`config.mk`:
```
export PLATFORM = sky130hd
export DESIGN_NAME = lsu_pipelined
export DESIGN_NICKNAME = d
export VERILOG_FILES = /design/src/rtl/lsu_pipelined_pkg.sv /design/src/rtl/lsu_pipelined_pend_fifo.sv /design/src/rtl/lsu_pipelined.sv
export SDC_FILE = /design/constraint.sdc
export NUM_CORES = 1
export LEC_CHECK = 0
export BUFFER_PORTS_ARGS = -buffer_cell sky130_fd_sc_hd__buf_4
export CAP_MARGIN = 20
export CORE_MARGIN = 4
export CORE_UTILIZATION = 42
export CTS_CLUSTER_SIZE = 16
export DETAILED_ROUTE_END_ITERATION = 8
export PLACE_DENSITY = 0.78
export REMOVE_ABC_BUFFERS = 1
export SLEW_MARGIN = 20
export SYNTH_ARGS = -nofsm -noshare
export SYNTH_HDL_FRONTEND = slang
export SYNTH_SLANG_ARGS = --single-unit
```
`constraint.sdc`:
```
create_clock -name clk -period 2.3 [get_ports clk]
set_input_delay 0.23 -clock clk [delete_from_list [all_inputs] [get_ports clk]]
set_output_delay 0.23 -clock clk [all_outputs]
set_load 0.01 [all_outputs]
```
`src/rtl/lsu_pipelined_pkg.sv`:
```
// Shared types for the pipelined load/store unit.
//   - RV32 funct3 load/store encodings
//   - lsu_pend_t: per-load metadata kept while the bus read is in flight
package lsu_pipelined_pkg;

  localparam logic [2:0] F3_B  = 3'd0;
  localparam logic [2:0] F3_H  = 3'd1;
  localparam logic [2:0] F3_W  = 3'd2;
  localparam logic [2:0] F3_BU = 3'd4;
  localparam logic [2:0] F3_HU = 3'd5;

  typedef struct packed {
    logic [2:0] opcode;
    logic [1:0] offset;
    logic       discard;
  } lsu_pend_t;

endpackage

```
`src/rtl/lsu_pipelined_pend_fifo.sv`:
```
// In-order FIFO of pending-load metadata.
// Ports:
//   clk, rst         clock, synchronous active-high reset
//   push, push_data  enqueue one entry
//   pop              dequeue head (caller guarantees !empty)
//   flush            mark every resident entry discard
//   head             current head entry
//   count            occupancy; full / empty flags
module lsu_pipelined_pend_fifo
  import lsu_pipelined_pkg::*;
#(
  parameter  int DEPTH = 4,
  localparam int PW    = $clog2(DEPTH),
  localparam int CW    = PW + 1
) (
  input  logic          clk,
  input  logic          rst,
  input  logic          push,
  input  lsu_pend_t     push_data,
  input  logic          pop,
  input  logic          flush,
  output lsu_pend_t     head,
  output logic [CW-1:0] count,
  output logic          full,
  output logic          empty
);

  logic [2:0]       op_q  [DEPTH];
  logic [1:0]       off_q [DEPTH];
  logic [DEPTH-1:0] disc_q;
  logic [PW-1:0]    wr_ptr, rd_ptr;

  always_ff @(posedge clk) begin
    if (rst) begin
      wr_ptr <= '0;
      rd_ptr <= '0;
      count  <= '0;
      disc_q <= '0;
    end else begin
      // Bulk-set covers empty slots too; harmless, a push rewrites its own bit.
      if (flush) disc_q <= '1;
      if (push) begin
        op_q[wr_ptr]   <= push_data.opcode;
        off_q[wr_ptr]  <= push_data.offset;
        disc_q[wr_ptr] <= push_data.discard;
        wr_ptr         <= wr_ptr + 1'b1;
      end
      if (pop) rd_ptr <= rd_ptr + 1'b1;
      case ({push, pop})
        2'b10:   count <= count + 1'b1;
        2'b01:   count <= count - 1'b1;
        default: count <= count;
      endcase
    end
  end

  assign head  = '{opcode: op_q[rd_ptr], offset: off_q[rd_ptr], discard: disc_q[rd_ptr]};
  assign full  = (count == CW'(DEPTH));
  assign empty = (count == '0);

endmodule

```
`src/rtl/lsu_pipelined.sv`:
```
// Pipelined load/store unit: Avalon-MM master with up to MAX_OUTSTANDING
// loads in flight, in-order completion via readdatavalid, posted stores.
// Ports: clk/rst (sync active-high), lsu_* request/response side,
//   dbus_* Avalon-MM master side.
// Optional: define LSU_RESP_BYPASS_EN for a combinational (0-latency)
//   response path; default is a registered response one cycle after
//   readdatavalid.
module lsu_pipelined
  import lsu_pipelined_pkg::*;
#(
  parameter int ADDR_WIDTH      = 32,
  parameter int MAX_OUTSTANDING = 4
) (
  input  logic                  clk,
  input  logic                  rst,
  input  logic                  lsu_mem_read,
  input  logic                  lsu_mem_write,
  input  logic [2:0]            lsu_mem_opcode,
  input  logic [ADDR_WIDTH-1:0] lsu_address,
  input  logic [31:0]           lsu_writedata,
  input  logic                  lsu_flush,
  output logic                  lsu_req_ready,
  output logic                  lsu_resp_valid,
  output logic [31:0]           lsu_readdata,
  output logic                  lsu_dbus_busy,
  output logic                  lsu_exception_load_addr_misaligned,
  output logic                  lsu_exception_store_addr_misaligned,
  output logic                  dbus_read,
  output logic                  dbus_write,
  output logic [ADDR_WIDTH-1:0] dbus_address,
  output logic [3:0]            dbus_byteenable,
  output logic [31:0]           dbus_writedata,
  input  logic                  dbus_waitrequest,
  input  logic [31:0]           dbus_readdata,
  input  logic                  dbus_readdatavalid
);

  localparam int CW = $clog2(MAX_OUTSTANDING) + 1;

  logic          is_half, is_word, misaligned;
  logic          full, empty, push, pop, resp_fire;
  logic [CW-1:0] count;
  lsu_pend_t     head;
  logic [31:0]   lane, ext;

  // Size decode on funct3[1:0] serves both loads and stores (U bit ignored).
  assign is_half    = (lsu_mem_opcode[1:0] == 2'b01);
  assign is_word    = (lsu_mem_opcode[1:0] == 2'b10);
  assign misaligned = (is_half & lsu_address[0]) | (is_word & (lsu_address[1:0] != 2'b00));

  assign lsu_exception_load_addr_misaligned  = lsu_mem_read  & misaligned;
  assign lsu_exception_store_addr_misaligned = lsu_mem_write & misaligned;

  assign dbus_read     = lsu_mem_read  & ~misaligned & ~full;
  assign dbus_write    = lsu_mem_write & ~misaligned;
  assign lsu_req_ready = ~(lsu_mem_read | lsu_mem_write) | misaligned
                       | (~dbus_waitrequest & ~(lsu_mem_read & full));
  assign dbus_address  = {lsu_address[ADDR_WIDTH-1:2], 2'b00};
  assign lsu_dbus_busy = (count != '0);

  always_comb begin
    dbus_byteenable = 4'b1111;
    dbus_writedata  = lsu_writedata;
    if (is_half) begin
      dbus_byteenable = 4'b0011 << lsu_address[1:0];
      dbus_writedata  = {2{lsu_writedata[15:0]}};
    end else if (!is_word) begin
      dbus_byteenable = 4'b0001 << lsu_address[1:0];
      dbus_writedata  = {4{lsu_writedata[7:0]}};
    end
  end

  assign push = dbus_read & ~dbus_waitrequest;
  // Stray readdatavalid with nothing outstanding is dropped here.
  assign pop  = dbus_readdatavalid & ~empty;

  lsu_pipelined_pend_fifo #(.DEPTH(MAX_OUTSTANDING)) u_pend (
    .clk       (clk),
    .rst       (rst),
    .push      (push),
    .push_data ('{opcode: lsu_mem_opcode, offset: lsu_address[1:0], discard: lsu_flush}),
    .pop       (pop),
    .flush     (lsu_flush),
    .head      (head),
    .count     (count),
    .full      (full),
    .empty     (empty)
  );

  // Words are always at offset 0, so lane equals the raw data for them.
  assign lane = dbus_readdata >> {head.offset, 3'b000};

  always_comb begin
    case (head.opcode)
      F3_B:    ext = {{24{lane[7]}}, lane[7:0]};
      F3_H:    ext = {{16{lane[15]}}, lane[15:0]};
      F3_BU:   ext = {24'd0, lane[7:0]};
      F3_HU:   ext = {16'd0, lane[15:0]};
      default: ext = lane;
    endcase
  end

  // The head being popped is itself outstanding at a flush edge.
  assign resp_fire = pop & ~head.discard & ~lsu_flush;

`ifdef LSU_RESP_BYPASS_EN
  assign lsu_resp_valid = resp_fire;
  assign lsu_readdata   = ext;
`else
  always_ff @(posedge clk) begin
    if (rst) begin
      lsu_resp_valid <= 1'b0;
      lsu_readdata   <= '0;
    end else begin
      lsu_resp_valid <= resp_fire;
      if (resp_fire) lsu_readdata <= ext;
    end
  end
`endif

endmodule

```
==> metrics.csv <==
metric,value,unit
finalCoreUtilization,0.5737,
path_class,register to register,
finalWeightedCongestion,0.9307,
final_layout_size_suffix_gt1_frac,0.4327,
synth.yosys.seq_area_share,0.3678,
clock_path_buffers,2,
final_common_cell,sky130_fd_sc_hd__buf_4,
setup.worst_path.start_class,register,
avgViaCountPerCell,5.362,
crit_fanout,15,
diodes,0,
tritoncts.num_buffers,9,
timing_max_transition_violations_final,0,
drc,0,
unrepaired_setup_endpoints_after_global_routing,false,
outcome,completed,
floorplan.rows,35,
achievable-frequency,465.3,MHz
clock-sinks,66,
synth_edf_count,20,
io_pins,213,
placement.cell_area,5176,µm²
synth_area,4136,µm²
die_height,107.2,µm
synth-async-reset-ratio,0,
crit_arrival,2400,ps
max_cap_violations,0,
power.density,740.2,nW/µm²
drt_iter0_markers,169,
clk_pin_slew,70,ps
place.port_buffers,150,
synth.yosys.warnings,0,
peakVddDrop,0.3088,mV
firstDrtPassIters,4,
number_of_storage_elements_in_the_synthesis_netlist,66,
wl_per_cell,17.07,µm
hpwl_reported_at_the_end_of_detailed_placement,9030,µm
relSlewSlack,0.6411,
layout.filler_cells,816,
die-width,107.2,µm
placeableCoreArea,9415,µm²
synthesis.area_per_instance,9.687,µm²
die-area,11500,µm²
antenna_found_initial,0,
post_synthesis_instance_total,427,
layout_worst_path_cycle_share,0.9344,
power.leakage,2.356,nW
layout.area.seq,1521,µm²
cts_root_buf,sky130_fd_sc_hd__clkbuf_8,
fin_worst_skew,3.607,ps
critPathCaptureType,register,
worstSkewPairLatency,330,ps
antenna_violating_nets_post_route,0,
grt_overflow,0,
area_taken_by_multi_input_logic_gates,2118,µm²
grt_usage,0.1996,
setup_violations,0,
layout.nets,661,
cts.htree.levels,3,
syn2layout_area_growth,30.58,%
postRouteWirelength,11590,µm
post-route-min-period,2149,ps
initial_core_utilization,0.4393,
via_count,3641,
cts_tree,done,
finalHoldViolations,0,
netlist.top_cell.by_area,sky130_fd_sc_hd__dfxtp_1,
final_cell_mix,"sky130_fd_sc_hd__buf_4, sky130_fd_sc_hd__nand2_1, sky130_fd_sc_hd__dfxtp_1",
wire_length_of_the_first_global_routing_pass,18220,µm
tightest_pin_transition,538.3,ps
yosys.cell_types.count,43,
most_used_dff_post_synth,sky130_fd_sc_hd__dfxtp_1,
grt_pass1_vias,3691,
yosys.area.top_type_share,0.2226,
grt_start_max_net_pins,45,
stdcell_area,5401,µm²
timing.hold.worst.class,input pin to register,
synth_top_cells_by_area,"sky130_fd_sc_hd__dfxtp_1, sky130_fd_sc_hd__edfxtp_1, sky130_fd_sc_hd__buf_4",
cp.required,2550,ps
-- critical path, cell delays in order (launching register included) --
cell	delay, ps
sky130_fd_sc_hd__dfxtp_1	440
sky130_fd_sc_hd__mux4_2	650
sky130_fd_sc_hd__mux2i_4	240
sky130_fd_sc_hd__o211ai_2	200
sky130_fd_sc_hd__o211ai_4	140
sky130_fd_sc_hd__buf_12	180
sky130_fd_sc_hd__a211oi_1	200
-- timing repair --
| item | in CTS | in global routing |
|---|---|---|
| setup buffers | 0 | 1 |
| setup endpoints to repair | 0 | 7 |
| gates resized for setup | 0 | 0 |
| hold buffers | 0 | 0 |
-- logic make-up (layout without fill, tap and decap cells) --
logic type / count (synthesis) / in the layout / share of synthesized area
buffers and inverters: 83 / 205 / 0.1210
and+or+nand+nor: 114 / 114 / 0.1252
DFF: 66 / 66 / 0.3678
AOI/OAI and AO/OA: 94 / 94 / 0.1642
muxes: 53 / 53 / 0.1760
adders and majority gates: 10 / 10 / 0.03206
other: 1 / 2 / 0.0009066
xor gates and xnor gates: 6 / 6 / 0.01270
-- state kept, by name (all words and copies together) (netlist names), named ones only --
signal / count
u_pend.wr_ptr: 2
u_pend.rd_ptr: 2
u_pend.off_q: 8
lsu_resp_valid: 1
u_pend.op_q: 12
u_pend.count: 3
u_pend.disc_q: 4
lsu_readdata: 32
-- area by class of cell --
type	instances	share of cell area
well taps	129	0.02988
flip-flops and latches	66	0.2817
multi-input cells	279	0.3922
clock buffers	9	0.02293
repair buffers	176	0.2469
inverters	13	0.009034
clock inverters	7	0.01737
-- worst paths after layout --
path,from,end,slack [ps],depth (start not counted)
worst min-delay path,lsu_mem_opcode[2],u_pend.op_q[2][2],100,1
worst min register to register,lsu_readdata[0],lsu_readdata[0],460,2
worst max-delay path,register,lsu_readdata[16],150,6
worst max register to register,register,lsu_readdata[16],150,6
-- power breakdown --
group / internal [mW] / switching, mW / total, mW
registers: 1.32 / 0.0882 / 1.40
clock network: 0.607 / 0.445 / 1.05
logic: 0.778 / 0.763 / 1.54
total: 2.70 / 1.30 / 4.00
-- per-layer routing --
metal | vias up | wire, µm | GRT usage
li1 | 1714 | - | -
met1 | 1687 | 4895 | 0.2529
met2 | 222 | 5168 | 0.3097
met3 | 18 | 1315 | 0.07947
met4 | 0 | 211 | 0.06210
met5 | - | 0 | 0.02381
-- through the flow --
stage                     hold slack [ps]  setup slack [ps]  setup TNS, ps  instances  power (mW)
after floorplan                     294.6            -43.78         -607.4        358       2.302
after global placement              438.6             151.1              0        662       2.931
after detailed placement            440.4             73.59              0        662       2.974
after CTS                           82.93             87.71              0        678       4.029
after global routing                81.44             16.05              0        679       4.235
final                               97.92             150.9              0        679       3.998
-- synth_stat cells, drive strengths merged (2+ instances only) --
library cell / number
buf: 53
nand4b: 2
mux2i: 22
nor2b: 11
edfxtp: 20
ha: 9
o22a: 4
nor2: 32
mux2: 18
nor3: 7
o211ai: 2
a22oi: 7
o2bb2ai: 8
a21oi: 39
and2: 3
o21ai: 5
nand2b: 3
a211oi: 25
clkbuf: 17
nand2: 49
xor2: 5
inv: 13
or3: 3
dfxtp: 46
mux4: 13
Power figures use the tool's default switching activity.
